$ cat config.mk
export PLATFORM = sky130hd
export DESIGN_NAME = controle_tentativas
export DESIGN_NICKNAME = d
export VERILOG_FILES = /design/src/rtl/controle_pkg.sv /design/src/rtl/controle_tentativas_detector_borda.sv /design/src/rtl/controle_tentativas.sv
export SDC_FILE = /design/constraint.sdc
export NUM_CORES = 1
export LEC_CHECK = 0
export CORE_UTILIZATION = 49
export CTS_CLUSTER_SIZE = 24
export DETAILED_ROUTE_END_ITERATION = 16
export GPL_TIMING_DRIVEN = 0
export HOLD_SLACK_MARGIN = 0.15
export PLACE_DENSITY = 0.8
export SETUP_SLACK_MARGIN = 0.15
export SYNTH_ARGS = -nofsm -noshare
export SYNTH_HDL_FRONTEND = slang
export SYNTH_SLANG_ARGS = --single-unit
$ cat constraint.sdc
create_clock -name clk -period 3.6 [get_ports clk]
set_input_delay 0.9 -clock clk [delete_from_list [all_inputs] [get_ports clk]]
set_output_delay 0.9 -clock clk [all_outputs]
set_load 0.05 [all_outputs]
$ cat src/rtl/controle_pkg.sv
// Shared types and constants for the attempt-limiting controller in front of the Estados lock.
package controle_pkg;

    typedef enum logic {
        LIVRE     = 1'b0,
        BLOQUEADO = 1'b1
    } estado_t;

    localparam logic [1:0] ESTADO_ABERTO = 2'b11;

    // Width of the error counter; it must be able to hold MAX_TENTATIVAS itself.
    function automatic int largura_tentativas(input int max_tentativas);
        return (max_tentativas < 1) ? 1 : $clog2(max_tentativas + 1);
    endfunction

endpackage

$ cat src/rtl/controle_tentativas_detector_borda.sv
// Rising-edge detector: registered history of the input, combinational edge flag.
module detector_borda (
    input  logic clk,
    input  logic reset,
    input  logic sinal,
    output logic borda
);

    logic hist_q;
    logic hist_d;

    always_comb begin
        hist_d = sinal;
        borda  = sinal & ~hist_q;
    end

    // NOTE: state registers use non-blocking assignments so every flop samples pre-edge values.
    always_ff @(posedge clk or posedge reset) begin
        if (reset) begin
            hist_q <= 1'b0;
        end else begin
            hist_q <= hist_d;
        end
    end

endmodule

$ cat src/rtl/controle_tentativas.sv
// Attempt limiter for the Estados lock: insertion pulses, error counting, timed lockout.
// Optional inactivity timeout is compiled in with CONTROLE_INATIVIDADE_EN.
module controle_tentativas
    import controle_pkg::*;
#(
    parameter int MAX_TENTATIVAS = 3,
    parameter int TEMPO_BLOQUEIO = 50,
    parameter int TEMPO_INATIVO  = 200
) (
    input  logic                                         clk,
    input  logic                                         reset,
    input  logic [3:0]                                   numero,
    input  logic                                         insere,
    input  logic                                         ledErro,
    input  logic [1:0]                                   displayEstado,
    output logic [3:0]                                   numero_out,
    output logic                                         insere_out,
    output logic                                         fechadura_reset,
    output logic                                         bloqueado,
    output logic [largura_tentativas(MAX_TENTATIVAS)-1:0] tentativas
);

    localparam int TW = largura_tentativas(MAX_TENTATIVAS);
    localparam int BW = $clog2(TEMPO_BLOQUEIO + 1);
    localparam logic [TW-1:0] MAX_T = TW'(MAX_TENTATIVAS);
    localparam logic [BW-1:0] CARGA = BW'(TEMPO_BLOQUEIO - 1);

    estado_t         estado_q, estado_d;
    logic [BW-1:0]   timer_q, timer_d;
    logic [TW-1:0]   tent_q, tent_d;
    logic [3:0]      numero_out_q, numero_out_d;
    logic            insere_out_q, insere_out_d;
    logic            bloqueado_q, bloqueado_d;
    logic            fechadura_reset_q, fechadura_reset_d;
    logic            borda_insere, borda_erro;
    logic            pulso_inativo;

    detector_borda u_borda_insere (
        .clk   (clk),
        .reset (reset),
        .sinal (insere),
        .borda (borda_insere)
    );

    detector_borda u_borda_erro (
        .clk   (clk),
        .reset (reset),
        .sinal (ledErro),
        .borda (borda_erro)
    );

    // NOTE: every signal gets a default first so no path through the block infers a latch.
    always_comb begin
        estado_d     = estado_q;
        timer_d      = timer_q;
        tent_d       = tent_q;
        numero_out_d = numero_out_q;
        insere_out_d = 1'b0;

        case (estado_q)
            LIVRE: begin
                if (borda_erro) begin
                    if (tent_q != MAX_T) begin
                        tent_d = tent_q + 1'b1;
                    end
                    if (tent_d == MAX_T) begin
                        estado_d = BLOQUEADO;
                        timer_d  = CARGA;
                    end
                end else if (displayEstado == ESTADO_ABERTO) begin
                    tent_d = '0;
                end
                // An insertion coinciding with the lockout entry is dropped.
                if (borda_insere && (estado_d == LIVRE)) begin
                    insere_out_d = 1'b1;
                    numero_out_d = numero;
                end
            end
            BLOQUEADO: begin
                if (timer_q == '0) begin
                    estado_d = LIVRE;
                    tent_d   = '0;
                end else begin
                    timer_d = timer_q - 1'b1;
                end
            end
            default: estado_d = LIVRE;
        endcase

        bloqueado_d       = (estado_d == BLOQUEADO);
        fechadura_reset_d = bloqueado_d | pulso_inativo;
    end

`ifdef CONTROLE_INATIVIDADE_EN
    localparam int IW = $clog2(TEMPO_INATIVO + 1);

    logic [IW-1:0] inat_q, inat_d;

    always_comb begin
        inat_d        = inat_q;
        pulso_inativo = 1'b0;
        if ((estado_q == BLOQUEADO) || (estado_d == BLOQUEADO) || insere_out_d) begin
            inat_d = '0;
        end else if (displayEstado != 2'b00) begin
            if (inat_q == IW'(TEMPO_INATIVO - 1)) begin
                pulso_inativo = 1'b1;
                inat_d        = '0;
            end else begin
                inat_d = inat_q + 1'b1;
            end
        end
    end

    always_ff @(posedge clk or posedge reset) begin
        if (reset) begin
            inat_q <= '0;
        end else begin
            inat_q <= inat_d;
        end
    end
`else
    localparam int tempo_inativo_unused = TEMPO_INATIVO;
    assign pulso_inativo = 1'b0;
`endif

    always_ff @(posedge clk or posedge reset) begin
        if (reset) begin
            estado_q          <= LIVRE;
            timer_q           <= '0;
            tent_q            <= '0;
            numero_out_q      <= '0;
            insere_out_q      <= 1'b0;
            bloqueado_q       <= 1'b0;
            fechadura_reset_q <= 1'b0;
        end else begin
            estado_q          <= estado_d;
            timer_q           <= timer_d;
            tent_q            <= tent_d;
            numero_out_q      <= numero_out_d;
            insere_out_q      <= insere_out_d;
            bloqueado_q       <= bloqueado_d;
            fechadura_reset_q <= fechadura_reset_d;
        end
    end

    assign numero_out      = numero_out_q;
    assign insere_out      = insere_out_q;
    assign bloqueado       = bloqueado_q;
    assign fechadura_reset = fechadura_reset_q;
    assign tentativas      = tent_q;

endmodule

; Word level (Yosys, flattened, before mapping)
; Index checks and enable logic that the tools add are counted.
; Widths: inputs -> output; s select.
[totals]
output_inout_bits = 9
in_bits = 10
register_bits = 16
wordCells = 46
[classes]
bitwise = 6
mux = 18
addsub = 2
eq_ne = 8
n_reduce_logical = 5
[ops]
columns = op, count
row1 = $mux 6, 3
row2 = $mux 2, 6
row3 = $pmux 6 s2, 1
row4 = $ne 2x2->1 const B, 4
row5 = $logic_not 6->1, 1
row6 = $mux 1, 6
row7 = $sub 6x1->6 const B, 1
row8 = $eq 2x2->1 const B, 2
row9 = $not 1->1, 4
row10 = $pmux 2 s2, 1
row11 = $reduce_and 2->1, 2
row12 = $ne 3x3->1 const B, 1
row13 = $reduce_and 3->1, 1
row14 = $add 2x1->2 const B, 1
row15 = $and 1x1->1, 2
row16 = $ne 2x1->1 const B, 1
row17 = $pmux 1 s2, 1
row18 = $logic_and 1x1->1, 1

; Logic depth before layout (Yosys ltp)
; Gate-level depths: netlist (run 1).
[depth]
word_depth = 12
mapped_depth = 6
ltp_nobuf = 6

; By module
; From an unflattened synthesis (run 1), not the netlist that was laid out.
[hier_totals]
cells_unflattened = 65
hier_area_um2 = 755.7
[modules_own_cells]
columns = mod, n_inst, area_per_inst_um2, cells_per_inst
row1 = controle_tentativas, 1, 670.6, 59
row2 = detector_borda, 2, 42.5, 3

; Worst setup path before layout (run 1)
; No wires, ideal clock.
[synth_path]
kind = input-to-reg
start = in ledErro
end = reg numero_out_q[0], in the netlist numero_out[0]
setup_slack_ns = 1.612
path_buffers = 0
arrival_time_ns = 1.863
stages = 4
path_cell_list = nor2b_4 > a21o_4 > nor3b_4 > mux2_2
[synth_via]
elab_chain_cells = 6
[synth_lines]
columns = item, line_no
row1 = start: declaration, controle_tentativas.sv:14  ; input logic ledErro,
row2 = $and 1x1->1, controle_tentativas_detector_borda.sv:14  ; borda = sinal & ~hist_q;
row3 = $mux 1, controle_tentativas.sv:62  ; if (borda_erro) begin
row4 = $mux 1, controle_tentativas.sv:60  ; case (estado_q)
row5 = $not 1->1, controle_tentativas.sv:74  ; if (borda_insere && (estado_d == LIVRE)) begin
row6 = $logic_and 1x1->1, controle_tentativas.sv:74
row7 = $reduce_and 2->1 (no line), -
row8 = end signal: assignment, controle_tentativas.sv:139  ; numero_out_q <= numero_out_d;
row9 = end: declaration, controle_tentativas.sv:31  ; logic [3:0] numero_out_q, numero_out_d;
; No other way between the ends. The select of a mux whose other input is x is not followed.
; A chain may end at the register's enable or synchronous reset.

; Final worst setup path (run 1)
[layout_path]
start = reg fechadura_reset_q, in the netlist fechadura_reset
end = out fechadura_reset
[layout_lines]
columns = item, line_no
row1 = start: declaration, controle_tentativas.sv:34  ; logic fechadura_reset_q, fechadura_reset_d;
row2 = start signal: assignment, controle_tentativas.sv:142  ; fechadura_reset_q <= fechadura_reset_d;
row3 = end: declaration, controle_tentativas.sv:18  ; output logic fechadura_reset,
; No word-level cell between the ends.

==> impl_results.md, run 1 <==
- Startpoint types: flop
- Clock sink count: 16
- Filler Cell Count: 103
- Via/cell ratio: 5.39
- Worst EP required: 2700 ps
- DP HPWL: 963 µm
- Post-CTS Setup Bufs: 0
- Delay-heaviest family, CP: buffers and inverters
- Total track usage: between 10% and 20%
- Htree depth: 1
- Worst path slowest cell: clkdlybuf4s50_1
- PortBufs: 18
- Outcome: finished clean
- Most common cell after layout, fill and taps aside: clkdlybuf4s50_1
- Power per cell area: about 960 nW/µm²
- Netlist cell types: 22
- Synth Area per Inst: 11.2 µm²
- Starting Density: a little over half
- Layout Skew: between 9 and 10 ps
- Ports: 19
- Drt first pass iters: 4
- Mapped Area: 742 µm²
- CTS hold repair buffers: 0
- Clock Path Buffers: 2
- DRT iter0 DRCs: 7
- GRT met1 Usage: 24.8%
- Clock root cell: clkbuf_4
- Tightest Pin Transition: 584 ps
- M2 GR Usage: 25.0%
- Via count: 555
- Hold Crit Class: reg -> reg
- Initial antenna violation count: 0
- Placer Congestion: 0.832
- WHS Path Cells: 1
- Mapped Cells: 66
- Worst slack, placed: approximately 1100 ps
- Max-cap violation count: 0
- Crit path buf inv count: 2
- Worst Path Arrival: 1720 ps
- Synth-to-Final Area Change: 31.7%
- Crit path max fanout: 9
- Syn_nets: 78
- Synth Register Bits: 16
- GR Layer Usage met3: 3.26%
- Post-layout worst setup margin: 977 ps
- CTS tree: built
- First-pass GRT wire length: ~1.9 mm
- Hold Violations, Final: 0
- GRT busiest layer: met2
- Unrepaired setup endpoints after global routing: no
- Total die area: 1670 µm²
- PostCTS Resize Cnt: 0
- CTS buffer count: 3
- DRC: 0
- Most frequent cells in the layout: clkdlybuf4s50_1, dfrtp_1, inv_1, o21ai_0, nand2_1
- Clock slew seen by the registers of the worst setup and hold paths: around 90 ps
- Critical path type: reg -> out
- Slew margin rel.: 61.0%
- Maximum vdd drop: 515 µV
- Ant. Diodes: 0
- Worst skew pair latency: around 290 ps
- Instance count on the critical path: 2
- Leak: 0.445 nW
- Final Max Tran Viols: 0
- Grt ovf: 0
- Die Y: 40.9 µm
- Slowest stage delay, CP: 780 ps
- Number of global-route vias before repair: 459
- Row cnt: 13
- Floorplan core area: 1350 µm²
- Critical path cell sequence: buf_4 -> clkdlybuf4s50_1
- Final Setup Violations: 0
- Final WL: roughly 1.3 mm
- Synth warn: 0
- Final ANT Viol Nets: 0
- Die Wd: 40.9 µm
- Crit end category: output port
- Layout cell share with drive strength beyond 1: 13.6%
- Final #Nets: 101
- Largest net degree at the start of global routing: 17
- Fin crit share: 72.9%
- R2r worst-path depth: 6
- Setup TNS: 0 ps
- WL per Instance: 12.6 µm
- Fmax: 381 MHz
- Register area share after synthesis: around 54%
- Final min period: 2620 ps
## state kept, by name (all words and copies together), names as in the netlist
signal,count
tentativas,2
insere_out,1
u_borda_insere.hist_q,1
numero_out,4
u_borda_erro.hist_q,1
timer_q,6
fechadura_reset,1
## cells by family (layout without fill, tap and decap cells)
kind of cell               count (synthesis)  after routing  share of synthesized area, %
AOI/OAI and AO/OA                         18             18                          17.0
and+or+nand+nor                           17             17                          14.5
DFF                                       16             16                          54.0
buffers and inverters                      9             31                          5.06
muxes                                      4              4                          6.07
adders and majority gates                  2              2                          3.37
## area by class of cell
cell class	count	area, µm²	share of cell area, %
Inverter	8	30.0	3.07
Clock buffer	4	36.3	3.71
Tap cell	15	18.8	1.92
Timing Repair Buffer	18	180	18.4
Sequential cell	16	400	41.0
Multi-Input combinational cell	41	304	31.1
Buffer	1	7.51	0.768
## cells in the mapped netlist (all sizes together)
library cell / instances / area share [%]
a21boi: 1 / 1.0
a21o: 3 / 4.0
a22o: 2 / 2.4
a31oi: 1 / 0.84
a32o: 1 / 1.3
buf: 1 / 1.0
dfrtp: 16 / 54
ha: 2 / 3.4
inv: 8 / 4.0
mux2: 4 / 6.1
nand2: 5 / 2.5
nand3: 3 / 2.0
nor2: 2 / 1.0
nor2b: 3 / 3.5
nor3: 1 / 0.67
nor3b: 2 / 3.5
nor4b: 1 / 1.2
o21ai: 8 / 5.4
o31ai: 2 / 2.0
## stage by stage
stage               total power, mW  hold WS, ps  utilization, %  area, µm²  std cells
floorplan                     0.675          458               -        742         66
finish                        0.937          487            72.4        977        103
detailed placement            0.823          474            69.7        941         99
CTS                           0.945          488            72.4        977        103
global placement              0.810          466            69.7        941         99
global route                  0.996          496            72.4        977        103
## where the power goes
part | leakage, nW | internal [mW] | switching, mW
clock | 0.0210 | 0.0616 | 0.0565
combinational | 0.229 | 0.201 | 0.297
sequential | 0.196 | 0.254 | 0.0668
total | 0.445 | 0.517 | 0.420
## worst paths after layout
path / from / end / slack (ps)
worst max-delay path: fechadura_reset$_DFF_PP0_ / fechadura_reset / 980
min in group asynchronous: reset / timer_q[2]$_DFFE_PP0P_ / 960
worst max register to register: timer_q[0]$_DFFE_PP0P_ / tentativas[0]$_DFFE_PP0P_ / 1980
worst min register to register: u_borda_insere.hist_q$_DFF_PP0_ / insere_out$_DFF_PP0_ / 490
worst min-delay path: u_borda_insere.hist_q$_DFF_PP0_ / insere_out$_DFF_PP0_ / 490
max in group asynchronous: reset / numero_out[2]$_DFFE_PP0P_ / 2250
## per-layer routing
| layer | vias to the layer above | share of wire [%] |
|---|---|---|
| li1 | 275 | - |
| met1 | 255 | 49 |
| met2 | 21 | 45 |
| met3 | 4 | 4.6 |
| met4 | 0 | 1.4 |
| met5 | - | 0 |
(Power assumes the default switching activity.)
==> run 2, diff against run 1 <==
Settings changed: CORE_UTILIZATION 49 to 46, PLACE_DENSITY 0.8 to 0.76.
Clock period 3.6 ns to 2.5 ns, I/O delays scaled along.
==> run 2 against run 1 <==
Sequential power is 44% higher. Global-route usage is 0.99 points lower. First-iteration DRC count is 140% higher. Clock skew is 8.4 ps lower. Critical path depth is 1 lower. Worst hold slack worse by 1.1 ps. Final cell count is 0.97% higher. Die area is 6.2% higher. Clock power is 45% higher. Routed wire length is 6.2% higher.
==> impl_results.md, run 2 (synthesized netlist as in run 1, its figures left out) <==
- Unrepaired setup endpoints after global routing: no
- Worst Path Arrival: approximately 1600 ps
- PortBufs: 18
- Slowest stage delay, CP: 830 ps
- Crit path buf inv count: 1
- Final #Nets: 101
- Hold Violations, Final: 0
- Die Wd: 42.2 µm
- Final Setup Violations: 0
- Final ANT Viol Nets: 0
- Final min period: roughly 2200 ps
- Startpoint types: flop
- Critical path cell sequence: clkdlybuf4s50_1
- Crit end category: output port
- PostCTS Resize Cnt: 1
- Final Max Tran Viols: 0
- Final cell count without fillers: 104
- Outcome: finished clean
- Tightest Pin Transition: 614 ps
- Ports: 19
- Most frequent cells in the layout: dfrtp_1, clkdlybuf4s50_1, inv_1, o21ai_0, nand2_1
- DP HPWL: roughly 1.0 mm
- Floorplan core area: 1510 µm²
- Clock root cell: clkbuf_4
- Synth-to-Final Area Change: 32.0%
- Clock Path Buffers: 2
- DRT iter0 DRCs: 17
- Power per cell area: approximately 1400 nW/µm²
- Max reg flops: 6
- Worst path slowest cell: clkdlybuf4s50_1
- CTS hold repair buffers: 0
- Die Y: 42.2 µm
- DP Cell Count: 100
- Layout Skew: 1.16 ps
- Fin crit share: between 80% and 90%
- CTS tree: built
- Fmax: 461 MHz
- Htree depth: 1
- Placer Congestion: between 0.7 and 0.8
- Initial antenna violation count: 0
- Leak: 0.454 nW
- DRC: 0
- CTS buffer count: 3
- Biggest register: timer_q
- Crit path max fanout: 6
- Slew margin rel.: between 50% and 60%
- Maximum vdd drop: 636 µV
- Starting Density: 49.3%
- Via count: 577
- WL per Instance: 13.3 µm
- First-pass GRT wire length: between 2 and 2.5 mm
- Final WL: 1.38 mm
- Layout cell share with drive strength beyond 1: ~14%
- Worst EP required: 1880 ps
- Critical path type: reg -> out
- Clock slew seen by the registers of the worst setup and hold paths: 90 ps
- Drt first pass iters: 4
- Hold Crit Class: reg -> reg
- Max-cap violation count: 0
- Worst skew pair latency: roughly 280 ps
- Setup TNS: 0 ps
- Via/cell ratio: 5.55
- Ant. Diodes: 0
- Worst slack, placed: 234 ps
- Row cnt: 14
- Number of global-route vias before repair: 555
- Post-layout worst setup margin: 329 ps
- Clock sink count: 16
- Post-CTS Setup Bufs: 0
- Largest net degree at the start of global routing: 17
- Total track usage: 17.3%
- Total die area: 1780 µm²
- Delay-heaviest family, CP: buffers and inverters
- Grt ovf: 0
run 2: stage by stage:
stage               power (mW)  instance area, µm²  hold WS [ps]  util [%]
finish                    1.35                 980           485      65.0
global route              1.44                 980           510      65.0
CTS                       1.36                 977           491      64.9
detailed placement        1.19                 942           482      62.5
global placement          1.16                 942           468      62.5
floorplan                0.972                 742           458         -
run 2: path summary, 6_finish.rpt:
kind / from / endpoint / slack, ps / depth (start not counted)
setup / recovery: tentativas[1]$_DFFE_PP0P_ / tentativas[1] / 330 / 1
hold / removal: u_borda_insere.hist_q$_DFF_PP0_ / insere_out$_DFF_PP0_ / 490 / 1
setup reg to reg: timer_q[0]$_DFFE_PP0P_ / tentativas[0]$_DFFE_PP0P_ / 880 / 6
hold reg to reg: u_borda_insere.hist_q$_DFF_PP0_ / insere_out$_DFF_PP0_ / 490 / 1
max in group asynchronous: reset / timer_q[0]$_DFFE_PP0P_ / 1400 / 2
min in group asynchronous: reset / u_borda_erro.hist_q$_DFF_PP0_ / 710 / 2
run 2: layout make-up:
cell class	instances	area, µm²
buffer	1	7.51
clock buffer	4	36.3
fill	130	527
inverter	8	30.0
multi-input combinational	41	304
sequential	16	400
tap	16	20.0
timing repair buffer	18	181
run 2: worst reg2reg max path: cells and delay by family, from the launching register on:
kind	cells	cell delay [ps]
AO/OA/AOI/OAI	3	690
adder cells (fa/ha/maj)	1	220
buffers and inverters	1	90
flip-flops	1	390
AND/OR/NAND/NOR	1	160
run 2: power by group:
| group | internal [mW] | switching [mW] |
|---|---|---|
| registers | 0.366 | 0.0971 |
| logic | 0.284 | 0.434 |
| clock network | 0.0887 | 0.0819 |
| total | 0.738 | 0.613 |
run 2: layer usage:
metal,GRT usage (%),part of all wire [%],vias to the layer above
met5,0,0,-
met2,27.4,47,23
met1,20.5,45,275
met4,10.6,2.1,0
met3,5.17,5.6,6
li1,-,-,273
